--- config.mk ---
export PLATFORM = sky130hd
export DESIGN_NAME = xillybus_mem_port_flat
export DESIGN_NICKNAME = d
export VERILOG_FILES = /design/src/rtl/xillybus_mem_port_if.sv /design/src/rtl/xillybus_mem_port.sv /design/src/flat_wrapper.sv
export SDC_FILE = /design/constraint.sdc
export NUM_CORES = 1
export LEC_CHECK = 0
export ABC_AREA = 1
export CAP_MARGIN = 20
export CORE_MARGIN = 2
export CORE_UTILIZATION = 35
export CTS_BUF_LIST = sky130_fd_sc_hd__clkbuf_8
export DETAILED_ROUTE_END_ITERATION = 12
export PLACE_DENSITY = 0.53
export SYNTH_ARGS = -nofsm -noshare
export SYNTH_HDL_FRONTEND = slang
export SYNTH_SLANG_ARGS = --single-unit
--- constraint.sdc ---
create_clock -name bus_clk_w -period 3.9 [get_ports bus_clk_w]
set_clock_uncertainty 0.15 [all_clocks]
set_input_delay 0.975 -clock bus_clk_w [delete_from_list [all_inputs] [get_ports bus_clk_w]]
set_output_delay 0.975 -clock bus_clk_w [all_outputs]
set_load 0.01 [all_outputs]
--- src/rtl/xillybus_mem_port_if.sv ---
// Host (xillybus_core user_*_mem_*) and application-side signals of xillybus_mem_port.
// slave: the memory port itself; master: the core/application driving it.
interface xillybus_mem_port_if #(
   parameter int unsigned DATA_W = 8,
   parameter int unsigned ADDR_W = 5
);
   logic [ADDR_W-1:0] user_mem_addr_w;
   logic              user_mem_addr_update_w;
   logic              user_w_mem_wren_w;
   logic [DATA_W-1:0] user_w_mem_data_w;
   logic              user_w_mem_open_w;
   logic              user_w_mem_full_w;
   logic              user_r_mem_rden_w;
   logic [DATA_W-1:0] user_r_mem_data_w;
   logic              user_r_mem_empty_w;
   logic              user_r_mem_eof_w;
   logic              user_r_mem_open_w;
   logic              app_en;
   logic              app_we;
   logic [ADDR_W-1:0] app_addr;
   logic [DATA_W-1:0] app_wdata;
   logic [DATA_W-1:0] app_rdata;
   logic              app_dirty;
   logic              app_dirty_clr;
   logic              app_collision;
   logic [1:0]        err_flags;
   logic              err_clr;

   modport slave (
      input  user_mem_addr_w, user_mem_addr_update_w,
      input  user_w_mem_wren_w, user_w_mem_data_w, user_w_mem_open_w,
      output user_w_mem_full_w,
      input  user_r_mem_rden_w, user_r_mem_open_w,
      output user_r_mem_data_w, user_r_mem_empty_w, user_r_mem_eof_w,
      input  app_en, app_we, app_addr, app_wdata, app_dirty_clr, err_clr,
      output app_rdata, app_dirty, app_collision, err_flags
   );

   modport master (
      output user_mem_addr_w, user_mem_addr_update_w,
      output user_w_mem_wren_w, user_w_mem_data_w, user_w_mem_open_w,
      input  user_w_mem_full_w,
      output user_r_mem_rden_w, user_r_mem_open_w,
      input  user_r_mem_data_w, user_r_mem_empty_w, user_r_mem_eof_w,
      output app_en, app_we, app_addr, app_wdata, app_dirty_clr, err_clr,
      input  app_rdata, app_dirty, app_collision, err_flags
   );
endinterface

--- src/rtl/xillybus_mem_port.sv ---
// xillybus_mem_port: host-seekable memory stream with a second application port,
// wrap or end-of-file addressing, write-collision reporting, sticky error flags and a
// host-write dirty flag. Single clock domain (bus_clk_w).
module xillybus_mem_port #(
   parameter int unsigned DATA_W = 8,
   parameter int unsigned ADDR_W = 5,
   parameter int unsigned DEPTH  = 32,
   parameter int unsigned WRAP   = 1
) (
   input logic                bus_clk_w,
   input logic                bus_rst_w,
   xillybus_mem_port_if.slave bus
);

   localparam logic [ADDR_W:0] LP_DEPTH = DEPTH[ADDR_W:0];
   localparam logic [ADDR_W:0] LP_ONE   = {{ADDR_W{1'b0}}, 1'b1};
   localparam logic [ADDR_W:0] LP_LAST  = LP_DEPTH - LP_ONE;
   // Where the pointer lands past the last word or after an out-of-range seek
   localparam logic [ADDR_W:0] LP_PARK  = (WRAP != 0) ? '0 : LP_DEPTH;

   logic [DATA_W-1:0] r_mem [DEPTH];
   logic [ADDR_W:0]   r_ptr;
   logic [DATA_W-1:0] r_rdata;
   logic [DATA_W-1:0] r_app_rdata;
   logic              r_dirty;
   logic              r_coll;
   logic [1:0]        r_err;
   logic [1:0]        r_open;

   logic [ADDR_W:0]   w_ptr_nxt;
   logic [ADDR_W:0]   w_addr_ext;
   logic              w_seek_bad;
   logic [ADDR_W:0]   w_seek_tgt;
   logic              w_open_rise;
   logic [ADDR_W:0]   w_ea;
   logic [ADDR_W-1:0] w_ea_idx;
   logic              w_ea_ok;
   logic [ADDR_W:0]   w_ea_inc;
   logic              w_wr_acc;
   logic              w_rd_acc;
   logic              w_app_ok;
   logic              w_app_wr;
   logic              w_app_rd;
   logic              w_coll;
   logic [1:0]        w_err_new;
   logic              w_at_end;

   assign w_addr_ext  = {1'b0, bus.user_mem_addr_w};
   assign w_seek_bad  = bus.user_mem_addr_update_w && (w_addr_ext >= LP_DEPTH);
   assign w_seek_tgt  = w_seek_bad ? LP_PARK : w_addr_ext;
   assign w_open_rise = |({bus.user_r_mem_open_w, bus.user_w_mem_open_w} & ~r_open);

   // A seek bypasses the pointer; a fresh open acts as a seek to 0 unless a real seek is present
   assign w_ea     = bus.user_mem_addr_update_w ? w_seek_tgt : (w_open_rise ? '0 : r_ptr);
   assign w_ea_idx = w_ea[ADDR_W-1:0];
   assign w_ea_ok  = (w_ea < LP_DEPTH);
   assign w_ea_inc = (w_ea == LP_LAST) ? LP_PARK : (w_ea + LP_ONE);

   // Full/empty are judged at the effective address so a same-cycle seek takes effect
   assign w_wr_acc = bus.user_w_mem_wren_w && w_ea_ok;
   assign w_rd_acc = bus.user_r_mem_rden_w && w_ea_ok;

   assign w_app_ok = ({1'b0, bus.app_addr} < LP_DEPTH);
   assign w_app_wr = bus.app_en && bus.app_we && w_app_ok;
   assign w_app_rd = bus.app_en && !bus.app_we;
   assign w_coll   = w_app_wr && w_wr_acc && ({1'b0, bus.app_addr} == w_ea);

   assign w_err_new = {bus.user_r_mem_rden_w && !w_ea_ok,
                       w_seek_bad || (bus.user_w_mem_wren_w && !w_ea_ok)};

   assign w_at_end = (WRAP == 0) && (r_ptr == LP_DEPTH);

   assign bus.user_w_mem_full_w  = w_at_end;
   assign bus.user_r_mem_empty_w = w_at_end;
   assign bus.user_r_mem_eof_w   = w_at_end;
   assign bus.user_r_mem_data_w  = r_rdata;
   assign bus.app_rdata          = r_app_rdata;
   assign bus.app_dirty          = r_dirty;
   assign bus.app_collision      = r_coll;
   assign bus.err_flags          = r_err;

   // Next pointer: advance after an accepted access, else seek, else rewind on open
   always_comb begin
      w_ptr_nxt = r_ptr;
      if (w_wr_acc || w_rd_acc) begin
         w_ptr_nxt = w_ea_inc;
      end else if (bus.user_mem_addr_update_w) begin
         w_ptr_nxt = w_seek_tgt;
      end else if (w_open_rise) begin
         w_ptr_nxt = '0;
      end
   end

   // Pointer, read data, and status flags
   always_ff @(posedge bus_clk_w or posedge bus_rst_w) begin
      if (bus_rst_w) begin
         r_ptr       <= '0;
         r_rdata     <= '0;
         r_app_rdata <= '0;
         r_dirty     <= 1'b0;
         r_coll      <= 1'b0;
         r_err       <= 2'b00;
         r_open      <= 2'b00;
      end else begin
         r_ptr  <= w_ptr_nxt;
         r_open <= {bus.user_r_mem_open_w, bus.user_w_mem_open_w};
         // Both reads sample the array before this edge's writes land: read-before-write
         if (w_rd_acc) begin
            r_rdata <= r_mem[w_ea_idx];
         end
         if (w_app_rd) begin
            r_app_rdata <= w_app_ok ? r_mem[bus.app_addr] : '0;
         end
         r_coll  <= w_coll;
         r_dirty <= w_wr_acc || (r_dirty && !bus.app_dirty_clr);
         r_err   <= (bus.err_clr ? 2'b00 : r_err) | w_err_new;
      end
   end

   // Storage array, not reset; the host wins a same-address write collision
   always_ff @(posedge bus_clk_w) begin
      if (w_wr_acc) begin
         r_mem[w_ea_idx] <= bus.user_w_mem_data_w;
      end
      if (w_app_wr && !w_coll) begin
         r_mem[bus.app_addr] <= bus.app_wdata;
      end
   end

endmodule

--- src/flat_wrapper.sv ---
// flat-port wrapper written by rule: the top's interface ports become plain ports
module xillybus_mem_port_flat 
#(
   parameter int unsigned DATA_W = 8,
   parameter int unsigned ADDR_W = 5,
   parameter int unsigned DEPTH  = 32,
   parameter int unsigned WRAP   = 1
)
  (bus_clk_w, bus_rst_w, bus_user_mem_addr_w, bus_user_mem_addr_update_w, bus_user_w_mem_wren_w, bus_user_w_mem_data_w, bus_user_w_mem_open_w, bus_user_w_mem_full_w, bus_user_r_mem_rden_w, bus_user_r_mem_open_w, bus_user_r_mem_data_w, bus_user_r_mem_empty_w, bus_user_r_mem_eof_w, bus_app_en, bus_app_we, bus_app_addr, bus_app_wdata, bus_app_dirty_clr, bus_err_clr, bus_app_rdata, bus_app_dirty, bus_app_collision, bus_err_flags);
  xillybus_mem_port_if #(.DATA_W(DATA_W), .ADDR_W(ADDR_W)) bus_i ();
  input logic bus_clk_w;
  input logic bus_rst_w;
  input wire logic [$bits(bus_i.user_mem_addr_w)-1:0] bus_user_mem_addr_w;
  input wire logic [$bits(bus_i.user_mem_addr_update_w)-1:0] bus_user_mem_addr_update_w;
  input wire logic [$bits(bus_i.user_w_mem_wren_w)-1:0] bus_user_w_mem_wren_w;
  input wire logic [$bits(bus_i.user_w_mem_data_w)-1:0] bus_user_w_mem_data_w;
  input wire logic [$bits(bus_i.user_w_mem_open_w)-1:0] bus_user_w_mem_open_w;
  output wire logic [$bits(bus_i.user_w_mem_full_w)-1:0] bus_user_w_mem_full_w;
  input wire logic [$bits(bus_i.user_r_mem_rden_w)-1:0] bus_user_r_mem_rden_w;
  input wire logic [$bits(bus_i.user_r_mem_open_w)-1:0] bus_user_r_mem_open_w;
  output wire logic [$bits(bus_i.user_r_mem_data_w)-1:0] bus_user_r_mem_data_w;
  output wire logic [$bits(bus_i.user_r_mem_empty_w)-1:0] bus_user_r_mem_empty_w;
  output wire logic [$bits(bus_i.user_r_mem_eof_w)-1:0] bus_user_r_mem_eof_w;
  input wire logic [$bits(bus_i.app_en)-1:0] bus_app_en;
  input wire logic [$bits(bus_i.app_we)-1:0] bus_app_we;
  input wire logic [$bits(bus_i.app_addr)-1:0] bus_app_addr;
  input wire logic [$bits(bus_i.app_wdata)-1:0] bus_app_wdata;
  input wire logic [$bits(bus_i.app_dirty_clr)-1:0] bus_app_dirty_clr;
  input wire logic [$bits(bus_i.err_clr)-1:0] bus_err_clr;
  output wire logic [$bits(bus_i.app_rdata)-1:0] bus_app_rdata;
  output wire logic [$bits(bus_i.app_dirty)-1:0] bus_app_dirty;
  output wire logic [$bits(bus_i.app_collision)-1:0] bus_app_collision;
  output wire logic [$bits(bus_i.err_flags)-1:0] bus_err_flags;
  assign bus_i.user_mem_addr_w = bus_user_mem_addr_w;
  assign bus_i.user_mem_addr_update_w = bus_user_mem_addr_update_w;
  assign bus_i.user_w_mem_wren_w = bus_user_w_mem_wren_w;
  assign bus_i.user_w_mem_data_w = bus_user_w_mem_data_w;
  assign bus_i.user_w_mem_open_w = bus_user_w_mem_open_w;
  assign bus_user_w_mem_full_w = bus_i.user_w_mem_full_w;
  assign bus_i.user_r_mem_rden_w = bus_user_r_mem_rden_w;
  assign bus_i.user_r_mem_open_w = bus_user_r_mem_open_w;
  assign bus_user_r_mem_data_w = bus_i.user_r_mem_data_w;
  assign bus_user_r_mem_empty_w = bus_i.user_r_mem_empty_w;
  assign bus_user_r_mem_eof_w = bus_i.user_r_mem_eof_w;
  assign bus_i.app_en = bus_app_en;
  assign bus_i.app_we = bus_app_we;
  assign bus_i.app_addr = bus_app_addr;
  assign bus_i.app_wdata = bus_app_wdata;
  assign bus_i.app_dirty_clr = bus_app_dirty_clr;
  assign bus_i.err_clr = bus_err_clr;
  assign bus_app_rdata = bus_i.app_rdata;
  assign bus_app_dirty = bus_i.app_dirty;
  assign bus_app_collision = bus_i.app_collision;
  assign bus_err_flags = bus_i.err_flags;
  xillybus_mem_port #(.DATA_W(DATA_W), .ADDR_W(ADDR_W), .DEPTH(DEPTH), .WRAP(WRAP)) u_core (.bus_clk_w(bus_clk_w), .bus_rst_w(bus_rst_w), .bus(bus_i));
endmodule
==> implementation parameters, run 1 <==
Parameter                              Value

Logic synthesis
  Total of flip-flops plus latches after synthesis    284
  Cell taking the most area after synthesis    sky130_fd_sc_hd__edfxtp_1
  Number of library cell types mapped by synthesis    40
  EDFF count, synth    256
  Average footprint of a synthesized cell    7.60 µm²
  Cell with the most instances after synthesis    sky130_fd_sc_hd__nand2_1
  Most frequently used flop master after synthesis    sky130_fd_sc_hd__edfxtp_1
  Most frequent cells after synthesis    sky130_fd_sc_hd__nand2_1, sky130_fd_sc_hd__inv_1, sky130_fd_sc_hd__nand4_1
  Sequential cell area fraction in the yosys report    roughly 43%
  Ys Warns    0
  Top cells by area in the synthesized netlist    sky130_fd_sc_hd__edfxtp_1, sky130_fd_sc_hd__nand2_1, sky130_fd_sc_hd__nand4_1
  Share of the synthesized area in the top cell type    39.2%
  Post-Synthesis Cells    2580
  Mapped cell area    19600 µm²
  Async set or reset register ratio after synthesis    9.86%

Min path
  Hold depth    2
  Path type of the worst min-delay path    flop to flop
  Hold Path Origin    u_core.bus.app_dirty
  Worst Hold Path EP    u_core.bus.app_dirty

Floorplan
  Standard-cell rows    86
  Core region area    55200 µm²
  Die Ht    241 µm
  Initial core utilization    a little over a third
  I/O pin count    60
  Die boundary width    between 200 and 250 µm
  Die Outline Area    approximately 58000 µm²

Critical path
  Count of cells along the worst register-to-register path    15
  Category of the critical setup timing path    input pin to flop
  Reg-to-reg startpoint    u_core.r_open[1]
  Required time of the worst setup path    4.32 ns
  Worst setup startpoint    bus_app_addr[0]
  FF-to-FF setup slack    1.21 ns
  CP max FO    10
  Crit path capture type    flop
  Worst path arrival time    roughly 3.6 ns
  Destination of the worst register-to-register timing path    u_core.bus.user_r_mem_data_w[0]
  Type of origin of the critical path    input pin

Pwr
  Static leakage    10.1 nW
  Switching power    around 2.6 mW
  Sequential Power Share    42.7%
  Fraction of power consumed by combinational cells    19.0%
  Pwr per Cell Area    360 nW/µm²
  Maximum vdd drop    0.211 mV
  Internal cell power    5.55 mW
  Clock power share    38.3%
  Net switching fraction of the power    between 30% and 40%

Place
  Number of buffer cells added on primary ports    56
  Final estimated routing congestion in global placement    0.993
  HPWL Detailed    54100 µm

CTS
  Latest clock arrival within the worst-skew pair    between 0.6 and 0.7 ns
  CTS sink count    284
  CTS tree    done
  Number of gates resized after cts    0
  Number of setup buffers added after CTS    0
  Number of buffers inserted for hold repair after clock tree synthesis    0
  Clock buffer count from CTS    55
  Buffer levels on the longest clock path    3
  Clock transition at the registers of the reported paths    ~0.06 ns
  Root buf cell    sky130_fd_sc_hd__clkbuf_8
  H-tree levels    2

Timing
  Fraction of the cycle the final worst path needs    80.9%
  Worst hold slack after final layout    about 0.37 ns
  Final setup violation count    0
  Max Transition Viols Final    0
  Final hold viol count    0
  Crit path time final    3.16 ns
  Slew at the pin closest to its max-slew limit    roughly 1.2 ns
  Fmax achieved    317 MHz
  RSZ-0062 raised after global routing    false
  Setup TNS Final    0 ns
  Rel. slew slack    18.0%

Route
  Number of antenna-violating nets in the routed design    0
  Wirelength per Cell    approximately 24 µm
  DRT iter0 DRCs    ~2700
  Post-detailed-route via-to-cell ratio    about 5.7
  DRC    0
  Final wirelength    between 80000 and 90000 µm
  Pre-Repair DR Iteration Count    6
  Routed vias    19700

Global route
  Total global routing track utilization    28.2%
  Wire length of the first global-routing pass    121000 µm
  Antenna violations before repair    1
  Largest net degree at the start of global routing    128
  Grt total ovfl    0
  Number of global-route vias before repair    between 15000 and 20000

Outcome
  Status    completed

Cells and area
  Filler Cells Inserted    5645
  Synth-to-Final Area Change    15.3%
  Share of cells above drive strength 1    around 13%
  Final net count    2703

Job
  Max-cap check violation count    0
==> per-layer routing <==
metal,part of all wire [%],vias up,GRT usage (%)
li1,-,8979,-
met1,41,9306,38.6
met2,43,1191,42.2
met3,10,240,5.34
met4,5.6,0,15.2
met5,0,-,0
==> power groups by stage <==
stage / registers, mW / logic, mW / clock network [mW]
CTS: 3.47 / 1.50 / 3.15
floorplan: 3.52 / 0.852 / 0
detailed placement: 3.53 / 1.49 / 0
finish: 3.47 / 1.54 / 3.11
global route: 3.48 / 1.66 / 3.27
global placement: 3.53 / 1.48 / 0
==> final cells by class <==
class / count / area, µm² / area share, %
sequential: 284 / 8390 / 37.1
inverter: 284 / 1080 / 4.76
antenna: 1 / 2.50 / 0.0111
timing repair buffer: 220 / 1950 / 8.62
multi-input combinational: 1817 / 9150 / 40.5
clock buffer: 56 / 771 / 3.41
tap: 748 / 936 / 4.14
clock inverter: 48 / 342 / 1.51
==> how the worst max path moves through the flow <==
stage | end | cells after the start
after global placement | u_core.r_mem[30][6] | 12
final | u_core.bus.app_rdata[4] | 10
after global routing | u_core.r_mem[28][7] | 12
after CTS | u_core.r_mem[26][5] | 11
after detailed placement | u_core.r_mem[26][3] | 11
after floorplan | u_core.r_mem[11][0] | 10
==> kinds of logic (layout without fill, tap and decap cells) <==
| family | count (synthesis) | count (layout) | share of synthesized area [%] |
|---|---|---|---|
| fa+ha+maj | 4 | 4 | 0.255 |
| other cells | 1 | 4 | 0.0191 |
| flops | 284 | 284 | 42.8 |
| simple gates | 1577 | 1577 | 39.2 |
| xor+xnor | 5 | 5 | 0.223 |
| compound gates | 228 | 228 | 6.78 |
| buf+inv | 481 | 608 | 10.8 |
==> per-stage QoR <==
step                      setup WS [ns]  util (%)  area, µm²  cells  power, mW
final                             0.744      41.0      22600   3458       8.13
after global routing              0.611      41.0      22600   3458       8.40
after CTS                         0.866      40.9      22600   3455       8.12
after detailed placement          0.165      38.9      21400   3351       5.03
after global placement            0.190      38.8      21400   3349       5.02
after floorplan                   0.510         -      19600   2582       4.37
==> cell usage in the layout (no fill, tap or decap), types with 3 or more instances in the layout <==
cell                              Yosys  routed
sky130_fd_sc_hd__nor2_2              11      11
sky130_fd_sc_hd__o2111ai_1            8       8
sky130_fd_sc_hd__nor3_1               4       4
sky130_fd_sc_hd__ha_1                 4       4
sky130_fd_sc_hd__bufinv_16            0       5
sky130_fd_sc_hd__nand3_1            252     251
sky130_fd_sc_hd__nand2_2              4       6
sky130_fd_sc_hd__xor2_1               5       5
sky130_fd_sc_hd__inv_2               17      17
sky130_fd_sc_hd__edfxtp_1           256     256
sky130_fd_sc_hd__dfrtp_1             28      28
sky130_fd_sc_hd__conb_1               1       3
sky130_fd_sc_hd__or2_2                8       8
sky130_fd_sc_hd__nand3b_1            17      17
sky130_fd_sc_hd__o21ai_0             78      78
sky130_fd_sc_hd__buf_12               0      17
sky130_fd_sc_hd__nor2_4              21      21
sky130_fd_sc_hd__buf_2               35      14
sky130_fd_sc_hd__clkinv_2             0      10
sky130_fd_sc_hd__o22ai_1             87      87
sky130_fd_sc_hd__nor3_4               6       6
sky130_fd_sc_hd__clkdlybuf4s50_1      0      41
sky130_fd_sc_hd__nand3_4             26      27
sky130_fd_sc_hd__nand2_1            894     890
sky130_fd_sc_hd__nand3_2              7       7
sky130_fd_sc_hd__a22oi_1             17      17
sky130_fd_sc_hd__buf_4                9     146
sky130_fd_sc_hd__nor2_1              60      60
sky130_fd_sc_hd__inv_1              264     279
sky130_fd_sc_hd__clkbuf_8             0      56
sky130_fd_sc_hd__clkinv_1             2      15
sky130_fd_sc_hd__o21ai_1             23      23
sky130_fd_sc_hd__nand4_1            261     261
sky130_fd_sc_hd__a21oi_1             13      13
==> state kept, by name (all words and copies together), names as in the netlist <==
signal / cells
u_core.r_ptr: 6
u_core.bus.app_rdata: 8
u_core.r_open: 2
u_core.bus.app_collision: 1
u_core.bus.user_r_mem_data_w: 8
u_core.bus.app_dirty: 1
u_core.r_mem: 256
u_core.bus.err_flags: 2
==> critical path, stage by stage <==
cell	delay, ns
sky130_fd_sc_hd__clkdlybuf4s50_1	0.58
sky130_fd_sc_hd__nand2_2	0.41
sky130_fd_sc_hd__clkinv_1	0.18
sky130_fd_sc_hd__buf_4	0.20
sky130_fd_sc_hd__a22oi_1	0.17
sky130_fd_sc_hd__a21oi_1	0.19
sky130_fd_sc_hd__nor3_1	0.40
sky130_fd_sc_hd__nand3b_1	0.29
sky130_fd_sc_hd__nand2_1	0.13
sky130_fd_sc_hd__inv_1	0.04
Power figures use the tool's default switching activity.
==> run 2, diff against run 1 <==
--- a/config.mk
+++ b/config.mk
@@ -11,7 +11,7 @@
 export CORE_UTILIZATION = 35
 export CTS_BUF_LIST = sky130_fd_sc_hd__clkbuf_8
 export DETAILED_ROUTE_END_ITERATION = 12
-export PLACE_DENSITY = 0.53
+export PLACE_DENSITY = 0.55
 export SYNTH_ARGS = -nofsm -noshare
 export SYNTH_HDL_FRONTEND = slang
 export SYNTH_SLANG_ARGS = --single-unit
==> constraint.sdc (replaced) <==
create_clock -name bus_clk_w -period 2.6 [get_ports bus_clk_w]
set_clock_uncertainty 0.15 [all_clocks]
set_input_delay 0.65 -clock bus_clk_w [delete_from_list [all_inputs] [get_ports bus_clk_w]]
set_output_delay 0.65 -clock bus_clk_w [all_outputs]
set_load 0.01 [all_outputs]
==> run 2 against run 1 <==
Sequential power rose by 50%; critical path type unchanged; clock power rose by 36%; count of clock-buffer cells in the layout fell by 7.
==> implementation parameters, run 2 (synthesis gave the netlist of run 1 again) <==
Parameter                              Value

Outcome
  Status    completed

Route
  DRC    0
  Wirelength per Cell    23.1 µm
  Number of antenna-violating nets in the routed design    0
  Pre-Repair DR Iteration Count    6
  DRT iter0 DRCs    3023
  Post-detailed-route via-to-cell ratio    roughly 5.7
  Routed vias    20300
  Final wirelength    82400 µm

Critical path
  Category of the critical setup timing path    input pin to flop
  Type of origin of the critical path    input pin
  Worst path arrival time    2.95 ns
  CP max FO    17
  Required time of the worst setup path    between 2 and 3 ns
  Crit path capture type    flop

Floorplan
  Core region area    between 50000 and 60000 µm²
  Die boundary width    241 µm
  I/O pin count    60
  Die Ht    241 µm
  Die Outline Area    57900 µm²
  Standard-cell rows    86
  Initial core utilization    35.5%

Cells and area
  Seq. cell area    8390 µm²
  Share of cells above drive strength 1    19.3%
  Register with the most flip-flops    u_core.r_mem
  Final non-filler cell total    3571
  Most common library cell in the layout ignoring fill and taps    sky130_fd_sc_hd__nand2_1
  Non-Filler Cell Area, Final    24500 µm²
  Footprint of the multi-input gates    9670 µm²
  Filler Cells Inserted    between 5000 and 6000
  Most used cells in the layout excluding fill and tap cells    sky130_fd_sc_hd__nand2_1, sky130_fd_sc_hd__inv_1, sky130_fd_sc_hd__nand4_1
  Number of flip-flops under the largest register name    256
  Share of the core filled with cells    between 40 and 50%
  Synth-to-Final Area Change    25.1%
  Final net count    2828

Global route
  Number of global-route vias before repair    about 19000
  Grt total ovfl    0
  Antenna violations before repair    1
  Largest net degree at the start of global routing    66
  Wire length of the first global-routing pass    119000 µm
  Total global routing track utilization    27.9%

CTS
  CTS sink count    284
  Clock buffer count from CTS    48
  H-tree levels    2
  Latest clock arrival within the worst-skew pair    0.64 ns
  Clock transition at the registers of the reported paths    0.06 ns
  Buffer levels on the longest clock path    3
  Root buf cell    sky130_fd_sc_hd__clkbuf_8
  Number of buffers inserted for hold repair after clock tree synthesis    0
  CTS tree    done

Pwr
  Fraction of power consumed by combinational cells    a little over a fifth
  Net switching fraction of the power    31.5%
  Sequential Power Share    43.0%
  Pwr per Cell Area    494 nW/µm²
  Switching power    3.81 mW
  Static leakage    11.0 nW
  Internal cell power    around 8.3 mW
  Pwr Total    12.1 mW
  Clock power share    34.9%
  Maximum vdd drop    0.291 mV

Timing
  Worst setup slack after layout    around 0.036 ns
  Rel. slew slack    63.7%
  Worst hold slack after final layout    0.0244 ns
  Final setup violation count    0
  Setup TNS Final    0 ns
  Fraction of the cycle the final worst path needs    98.6%
  Slew at the pin closest to its max-slew limit    0.541 ns
  Fmax achieved    390 MHz
  Final hold viol count    0
  Crit path time final    2.56 ns
  Max Transition Viols Final    0

Place
  Pre-CTS setup slack    -0.741 ns
  Number of buffer cells added on primary ports    56
  Final estimated routing congestion in global placement    0.989
  Placed inst area    23300 µm²
  Cells after DPL    about 3500
  HPWL Detailed    56700 µm

Job
  Max-cap check violation count    0

Min path
  Path type of the worst min-delay path    input pin to asynchronous set/reset pin
run 2: changes by cell type in the layout (fill, tap and decap cells not counted), sizes merged:
cell,delta
buf,+132
clkbuf,-6
clkdlybuf4s50,-2
clkinv,-6
clkinvlp,+3
dlymetal6s2s,+1
inv,-9
run 2: layout make-up:
type,instances,area share (%)
antenna,1,0.0102
inverter,284,4.42
clock buffer,49,2.75
tap,748,3.82
sequential,284,34.2
multi-input combinational,1817,39.4
timing repair buffer,352,14.2
clock inverter,36,1.18
run 2: path summary, 6_finish.rpt:
path	slack [ns]	from	cells after the start	to
max in group asynchronous	1.65	bus_rst_w	3	u_core.bus.user_r_mem_data_w[4]
min in group bus_clk_w	0.35	bus_app_wdata[7]	3	u_core.r_mem[21][7]
max	0.04	bus_app_addr[1]	14	u_core.bus.app_rdata[7]
min	0.02	bus_rst_w	2	u_core.bus.err_flags[1]
max reg2reg	0.17	u_core.r_open[0]	12	u_core.r_mem[3][4]
min reg2reg	0.38	u_core.bus.err_flags[1]	2	u_core.bus.err_flags[1]
run 2: what timing repair did:
action / in CTS / in global routing
hold endpoints to repair: 0 / 0
pin swaps: 0 / 8
gates cloned: 0 / 2
endpoints found under the setup margin: 4 / 388
buffers inserted: 0 / 5
gates resized for setup: 4 / 32
run 2: critical path, stage by stage:
cell and delay [ns]:
sky130_fd_sc_hd__clkdlybuf4s50_1 0.57, sky130_fd_sc_hd__buf_4 0.17, sky130_fd_sc_hd__nor2_2 0.05, sky130_fd_sc_hd__inv_2 0.09
sky130_fd_sc_hd__buf_4 0.19, sky130_fd_sc_hd__buf_12 0.18, sky130_fd_sc_hd__o22ai_1 0.08, sky130_fd_sc_hd__o21ai_0 0.36
sky130_fd_sc_hd__nand2_1 0.12, sky130_fd_sc_hd__nor2_1 0.13, sky130_fd_sc_hd__nand3b_1 0.09, sky130_fd_sc_hd__buf_4 0.16
sky130_fd_sc_hd__nand2_1 0.05, sky130_fd_sc_hd__inv_1 0.03
run 2: layer usage:
| metal | vias to the layer above | wire (µm) | GRT usage [%] |
|---|---|---|---|
| li1 | 9222 | - | - |
| met1 | 9537 | 35500 | 40.6 |
| met2 | 1310 | 33800 | 39.8 |
| met3 | 240 | 9570 | 6.20 |
| met4 | 0 | 3580 | 11.4 |
| met5 | - | 0 | 0 |
run 2: power by group through the flow:
stage | registers, mW | clock network, mW | logic [mW]
2_1_floorplan | 5.27 | 0 | 1.34
3_3_place_gp | 5.30 | 0 | 2.55
3_5_place_dp | 5.30 | 0 | 2.57
4_1_cts | 5.21 | 4.27 | 2.58
5_1_grt | 5.21 | 4.47 | 2.84
6_report | 5.21 | 4.23 | 2.67
